### src/rtl/lcd_ctrl_pkg.sv
// Shared LCD controller definitions.
// Holds the fetch FSM state type, the column/word geometry and the frame marker
// used to bracket every expanded column.
package lcd_ctrl_pkg;

  localparam int unsigned LCD_COL_W  = 64;
  localparam int unsigned RAM_WORD_W = 10;
  localparam int unsigned EXPAND_W   = 6;

  localparam logic [1:0] FRAME_MARK = 2'b11;

  typedef enum logic [2:0] {
    StIdle,
    StRead,
    StWait,
    StPresent,
    StDone
  } fetch_state_e;

endpackage

### src/rtl/lcd_column_fetch_ctrl_if.sv
// Bus between the column fetch controller and its environment (frame RAM read
// port, LCD column writer, frame control).
//   master : controller side (drives RAM address/strobe and the column stream)
//   slave  : environment side (drives start/abort, RAM data and col_ready)
interface lcd_column_fetch_ctrl_if #(
  parameter int unsigned ADDR_W = 7
);
  import lcd_ctrl_pkg::*;

  logic                  start;
  logic                  abort;
  logic [ADDR_W-1:0]     ram_addr;
  logic                  ram_rd_en;
  logic [RAM_WORD_W-1:0] ram_data;
  logic [LCD_COL_W-1:0]  col_data;
  logic                  col_valid;
  logic                  col_ready;
  logic [ADDR_W-1:0]     col_index;
  logic                  busy;
  logic                  frame_done;

  modport master (
    input  start, abort, ram_data, col_ready,
    output ram_addr, ram_rd_en, col_data, col_valid, col_index, busy, frame_done
  );

  modport slave (
    output start, abort, ram_data, col_ready,
    input  ram_addr, ram_rd_en, col_data, col_valid, col_index, busy, frame_done
  );

endinterface

### src/rtl/lcd_col_expand.sv
// Combinational RAM-word to LCD-column expansion.
//   i_word : RAM word, one bit per 6-pixel group
//   o_col  : {FRAME_MARK, e9..e0, FRAME_MARK}, ek = 6 copies of i_word[k]
module lcd_col_expand
  import lcd_ctrl_pkg::*;
(
  input  logic [RAM_WORD_W-1:0] i_word,
  output logic [LCD_COL_W-1:0]  o_col
);

  always_comb begin
    o_col = '0;
    o_col[LCD_COL_W-1 -: 2] = FRAME_MARK;
    o_col[1:0]              = FRAME_MARK;
    for (int k = 0; k < RAM_WORD_W; k++) begin
      o_col[2 + k*EXPAND_W +: EXPAND_W] = {EXPAND_W{i_word[k]}};
    end
  end

endmodule

### src/rtl/lcd_column_fetch_ctrl.sv
// Frame sequencer: on start reads NUM_COLS frame-RAM words in order, expands
// each into a framed 64-bit column and hands it to the LCD writer over
// valid/ready; pulses frame_done after the last column is accepted.
//   i_clk  : system clock
//   i_rst  : asynchronous active-high reset
//   io_bus : master side of lcd_column_fetch_ctrl_if
module lcd_column_fetch_ctrl
  import lcd_ctrl_pkg::*;
#(
  parameter int unsigned ADDR_W   = 7,
  parameter int unsigned NUM_COLS = 64,
  parameter int unsigned RAM_LAT  = 1
) (
  input  logic                            i_clk,
  input  logic                            i_rst,
  lcd_column_fetch_ctrl_if.master         io_bus
);

  localparam logic [ADDR_W-1:0] LastCol  = ADDR_W'(NUM_COLS - 1);
  localparam logic [1:0]        LastWait = 2'(RAM_LAT - 1);

  fetch_state_e          r_state;
  fetch_state_e          w_state_next;
  logic [ADDR_W-1:0]     r_addr;
  logic [1:0]            r_lat_cnt;
  logic [LCD_COL_W-1:0]  r_col_data;
  logic [ADDR_W-1:0]     r_col_index;
  logic [LCD_COL_W-1:0]  w_expanded;
  logic                  w_abort;
  logic                  w_start;
  logic                  w_last_wait;
  logic                  w_handshake;

  // abort only acts on a running frame; in IDLE it also masks start
  assign w_abort     = (r_state != StIdle) && io_bus.abort;
  assign w_start     = (r_state == StIdle) && io_bus.start && !io_bus.abort;
  assign w_last_wait = (r_lat_cnt == LastWait);
  assign w_handshake = (r_state == StPresent) && io_bus.col_ready;

  lcd_col_expand u_expand (
    .i_word (io_bus.ram_data),
    .o_col  (w_expanded)
  );

  // State register
  always_ff @(posedge i_clk or posedge i_rst) begin
    if (i_rst) begin
      r_state <= StIdle;
    end else begin
      r_state <= w_state_next;
    end
  end

  // Next-state logic; abort overrides everything including a handshake
  always_comb begin
    w_state_next = r_state;
    if (w_abort) begin
      w_state_next = StIdle;
    end else begin
      unique case (r_state)
        StIdle:    if (w_start) w_state_next = StRead;
        StRead:    w_state_next = StWait;
        StWait:    if (w_last_wait) w_state_next = StPresent;
        StPresent: begin
          if (w_handshake) begin
            w_state_next = (r_addr == LastCol) ? StDone : StRead;
          end
        end
        StDone:    w_state_next = StIdle;
        default:   w_state_next = StIdle;
      endcase
    end
  end

  // Moore outputs
  always_comb begin
    io_bus.ram_rd_en  = 1'b0;
    io_bus.col_valid  = 1'b0;
    io_bus.busy       = 1'b1;
    io_bus.frame_done = 1'b0;
    unique case (r_state)
      StIdle:    io_bus.busy       = 1'b0;
      StRead:    io_bus.ram_rd_en  = 1'b1;
      StWait:    ;
      StPresent: io_bus.col_valid  = 1'b1;
      StDone:    io_bus.frame_done = 1'b1;
      default:   io_bus.busy       = 1'b0;
    endcase
  end

  assign io_bus.ram_addr  = r_addr;
  assign io_bus.col_data  = r_col_data;
  assign io_bus.col_index = r_col_index;

  // Address counter, latency counter and column registers
  always_ff @(posedge i_clk or posedge i_rst) begin
    if (i_rst) begin
      r_addr      <= '0;
      r_lat_cnt   <= '0;
      r_col_data  <= '0;
      r_col_index <= '0;
    end else begin
      if (w_abort || w_start || r_state == StDone) begin
        r_addr <= '0;
      end else if (w_handshake && r_addr != LastCol) begin
        r_addr <= r_addr + ADDR_W'(1);
      end

      if (r_state == StWait && !w_last_wait && !w_abort) begin
        r_lat_cnt <= r_lat_cnt + 2'd1;
      end else begin
        r_lat_cnt <= '0;
      end

      // ram_data is only trusted on the final WAIT cycle
      if (r_state == StWait && w_last_wait) begin
        r_col_data  <= w_expanded;
        r_col_index <= r_addr;
      end
    end
  end

endmodule

### src/flat_wrapper.sv
// flat-port wrapper written by rule: the top's interface ports become plain ports
module lcd_column_fetch_ctrl_flat import lcd_ctrl_pkg::*;
#(
  parameter int unsigned ADDR_W   = 7,
  parameter int unsigned NUM_COLS = 64,
  parameter int unsigned RAM_LAT  = 1
)
  (i_clk, i_rst, io_bus_start, io_bus_abort, io_bus_ram_data, io_bus_col_ready, io_bus_ram_addr, io_bus_ram_rd_en, io_bus_col_data, io_bus_col_valid, io_bus_col_index, io_bus_busy, io_bus_frame_done);
  lcd_column_fetch_ctrl_if #(.ADDR_W(ADDR_W)) io_bus_i ();
  input  logic i_clk;
  input  logic i_rst;
  input wire logic [$bits(io_bus_i.start)-1:0] io_bus_start;
  input wire logic [$bits(io_bus_i.abort)-1:0] io_bus_abort;
  input wire logic [$bits(io_bus_i.ram_data)-1:0] io_bus_ram_data;
  input wire logic [$bits(io_bus_i.col_ready)-1:0] io_bus_col_ready;
  output wire logic [$bits(io_bus_i.ram_addr)-1:0] io_bus_ram_addr;
  output wire logic [$bits(io_bus_i.ram_rd_en)-1:0] io_bus_ram_rd_en;
  output wire logic [$bits(io_bus_i.col_data)-1:0] io_bus_col_data;
  output wire logic [$bits(io_bus_i.col_valid)-1:0] io_bus_col_valid;
  output wire logic [$bits(io_bus_i.col_index)-1:0] io_bus_col_index;
  output wire logic [$bits(io_bus_i.busy)-1:0] io_bus_busy;
  output wire logic [$bits(io_bus_i.frame_done)-1:0] io_bus_frame_done;
  assign io_bus_i.start = io_bus_start;
  assign io_bus_i.abort = io_bus_abort;
  assign io_bus_i.ram_data = io_bus_ram_data;
  assign io_bus_i.col_ready = io_bus_col_ready;
  assign io_bus_ram_addr = io_bus_i.ram_addr;
  assign io_bus_ram_rd_en = io_bus_i.ram_rd_en;
  assign io_bus_col_data = io_bus_i.col_data;
  assign io_bus_col_valid = io_bus_i.col_valid;
  assign io_bus_col_index = io_bus_i.col_index;
  assign io_bus_busy = io_bus_i.busy;
  assign io_bus_frame_done = io_bus_i.frame_done;
  lcd_column_fetch_ctrl #(.ADDR_W(ADDR_W), .NUM_COLS(NUM_COLS), .RAM_LAT(RAM_LAT)) u_core (.i_clk(i_clk), .i_rst(i_rst), .io_bus(io_bus_i));
endmodule
### config.mk
export PLATFORM = sky130hd
export DESIGN_NAME = lcd_column_fetch_ctrl_flat
export DESIGN_NICKNAME = d
export VERILOG_FILES = /design/src/rtl/lcd_ctrl_pkg.sv /design/src/rtl/lcd_column_fetch_ctrl_if.sv /design/src/rtl/lcd_col_expand.sv /design/src/rtl/lcd_column_fetch_ctrl.sv /design/src/flat_wrapper.sv
export SDC_FILE = /design/constraint.sdc
export NUM_CORES = 1
export LEC_CHECK = 0
export ABC_AREA = 1
export CAP_MARGIN = 10
export CORE_MARGIN = 3
export CORE_UTILIZATION = 40
export DETAILED_ROUTE_END_ITERATION = 6
export PLACE_DENSITY = 0.81
export SETUP_SLACK_MARGIN = 0.15
export SYNTH_ARGS = -nofsm -noshare
export SYNTH_HDL_FRONTEND = slang
export SYNTH_SLANG_ARGS = --single-unit
### constraint.sdc
create_clock -name i_clk -period 4.1 [get_ports i_clk]
set_input_delay 0.615 -clock i_clk [delete_from_list [all_inputs] [get_ports i_clk]]
set_output_delay 0.615 -clock i_clk [all_outputs]
set_load 0.02 [all_outputs]
==> flow_metrics.env <==
export IMPL_final_util_pct=57.7
export IMPL_min_path_cells=1
export IMPL_arrival_ns=1.87
export IMPL_slew_headroom_pct=49.5
export IMPL_core_area_um2=4410
export IMPL_via_per_inst=4.51
export IMPL_final_cell_area_um2=2550
export IMPL_rsz0062_at_grt="false"
export IMPL_dp_hpwl_mm=2.95
export IMPL_firstDrtPassIters=4
export IMPL_hold_viol_final=0
export IMPL_worstSkewPairLatency_ns=0.27
export IMPL_cp_max_fo=7
export IMPL_area_growth_syn_to_layout_pct=37.6
export IMPL_min_period_ns=2.49
export IMPL_end_kind="output port"
export IMPL_initial_core_util_pct=42.0
export IMPL_die_area_um2=5480
export IMPL_hold_start="u_core.r_lat_cnt[0]"
export IMPL_cts_tree="done"
export IMPL_syn_area_per_cell_um2=8.05
export IMPL_cts_htree_levels=2
export IMPL_place_congestion=0.856
export IMPL_placedCellCount=322
export IMPL_cts_hold_buf=0
export IMPL_grt_overflow_total=0
export IMPL_synthCells=230
export IMPL_peakVddDrop_mv=0.286
export IMPL_critPathKind="reg -> out"
export IMPL_crit_chain="inv_2, nand2_1, o21ai_0, or3_1, clkdlybuf4s50_1"
export IMPL_synth_cell_types=24
export IMPL_wl_per_cell_um=11.4
export IMPL_drt_first_iter_violations=70
export IMPL_grt_total_usage_pct=13.7
export IMPL_antennaDiodeCount=0
export IMPL_status="finished, final reports clean"
export IMPL_power_density_nw_per_um2=777
export IMPL_syn_area_um2=1850
export IMPL_final_cells=328
export IMPL_drive_gt1_share_pct=6.88
export IMPL_synth_fp_nets=247
export IMPL_mostFrequentLayoutCell="clkdlybuf4s50_1"
export IMPL_die_height_um=74.0
export IMPL_cts_sinks=30
export IMPL_slowest_stage="clkdlybuf4s50_1"
export IMPL_cts_inserted_buffers=5
export IMPL_maxCapViolCount=0
export IMPL_ant_nets=0
export IMPL_drc_errors=0
export IMPL_synth_seq_area_share_pct=40.5
export IMPL_mostFrequentLayoutCells="clkdlybuf4s50_1 (96), nand2_1 (39), dfrtp_1 (30)"
export IMPL_num_nets_final=294
export IMPL_fin_crit_sh_pct=60.7
export IMPL_timing_rr_start="u_core.r_lat_cnt[0]"
export IMPL_yosys_warnings=0
export IMPL_cp_required_ns=3.48
export IMPL_critical_path_max_stage_delay_ns=0.59
export IMPL_vias=1479
export IMPL_startpoint="u_core.r_state[2]"
export IMPL_grt_max_degree=36
export IMPL_fmax_mhz=402
export IMPL_synth_seq_cells=30
export IMPL_grt_pass1_vias=1281
export IMPL_portBuffers=96
export IMPL_postCtsSetupBuffers=0
export IMPL_die_width_um=74.0
export IMPL_row_count=24
export IMPL_slew_viol_final=0
export IMPL_r2r_cells=4
export IMPL_grt_pass1_wl_mm=5.87
export IMPL_cts_buffer_depth=2
export IMPL_tns_ns=0
export IMPL_multi_input_area_um2=561
export IMPL_leakagePower_uw=0.00116
export IMPL_fillerInstances=409
export IMPL_fin_skew_ns=0.00394
export IMPL_io_pins=97
export IMPL_cts_root_buf="clkbuf_8"
export IMPL_cp_start_kind="register"
export IMPL_routed_wl_mm=3.75
export IMPL_placed_cell_area_um2=2460
export IMPL_antenna_found_initial=0
export IMPL_clk_pin_slew_ns=0.06
export IMPL_hold_ws_ns=0.424
export IMPL_setup_viol=0
export IMPL_seqCellArea_um2=751
export IMPL_cts_resized=0
export IMPL_holdCritPathClass="reg -> reg"
export IMPL_worst_pin_slew_ns=0.756
flip-flops by register name (all words and copies together) (netlist names):
register,count
u_core.io_bus.col_data,11
u_core.io_bus.col_index,7
u_core.io_bus.ram_addr,7
u_core.r_lat_cnt,2
u_core.r_state,3
cell type report:
| cell class | count | share of cell area [%] |
|---|---|---|
| repair buffers | 97 | 38.0 |
| clock buffers | 6 | 3.24 |
| well taps | 52 | 2.55 |
| multi-input cells | 111 | 22.0 |
| flip-flops and latches | 30 | 29.5 |
| inverters | 32 | 4.72 |
synth_stat cells (all sizes together):
cell type | count | area [µm²]
a21oi | 1 | 5.00
buf | 54 | 409
clkbuf | 3 | 11.3
dfrtp | 30 | 751
ha | 2 | 25.0
inv | 32 | 120
nand2 | 42 | 165
nand3 | 13 | 77.6
nand3b | 3 | 22.5
nand4 | 3 | 25.0
nor2 | 21 | 91.3
nor3 | 1 | 5.00
o21ai | 20 | 104
o21bai | 1 | 7.51
or3 | 1 | 6.26
xor2 | 3 | 26.3
stage by stage:
stage | power, µW | setup slack, ns
floorplan | 1420 | 2.25
global placement | 1750 | 1.97
detailed placement | 1770 | 1.89
CTS | 2010 | 1.59
global route | 2110 | 1.48
finish | 1980 | 1.61
worst max-delay path: cells and delay by family (launching register included):
kind / cells / cell delay (ns)
buffers and inverters: 2 / 0.72
DFF: 1 / 0.42
and+or+nand+nor: 2 / 0.23
AOI/OAI and AO/OA: 1 / 0.23
layer usage:
| layer | vias up | track usage (%) | wire [µm] |
|---|---|---|---|
| met3 | 4 | 4.73 | 332 |
| met4 | 0 | 3.02 | 26 |
| met1 | 665 | 16.7 | 1570 |
| met2 | 64 | 23.4 | 1820 |
| li1 | 746 | - | - |
| met5 | - | 0 | 0 |
kinds of logic (layout without fill, tap and decap cells):
| logic type | Yosys count | count (layout) | synth area share [%] |
|---|---|---|---|
| flip-flops | 30 | 30 | 40.5 |
| AO/OA/AOI/OAI | 22 | 22 | 6.28 |
| adder cells (fa/ha/maj) | 2 | 2 | 1.35 |
| buffers and inverters | 89 | 135 | 29.2 |
| XOR/XNOR | 3 | 3 | 1.42 |
| AND/OR/NAND/NOR | 84 | 84 | 21.2 |
path summary, 6_finish.rpt:
kind / end / slack [ns]
worst max-delay path: io_bus_busy / 1.61
min in group asynchronous: u_core.io_bus.col_data[37] / 0.72
worst min register to register: u_core.r_lat_cnt[0] / 0.42
max in group asynchronous: u_core.io_bus.ram_addr[0] / 3.10
worst max register to register: u_core.io_bus.col_index[4] / 2.31
worst min-delay path: u_core.r_lat_cnt[0] / 0.42
where the power goes:
part           internal (µW)  switching [µW]  total [µW]  leakage, µW
Combinational            603             677        1280     0.000722
Sequential               371             103         474     0.000394
Clock                    129            96.9         226    0.0000431
Total                   1100             877        1980      0.00116
Power figures use the tool's default switching activity.
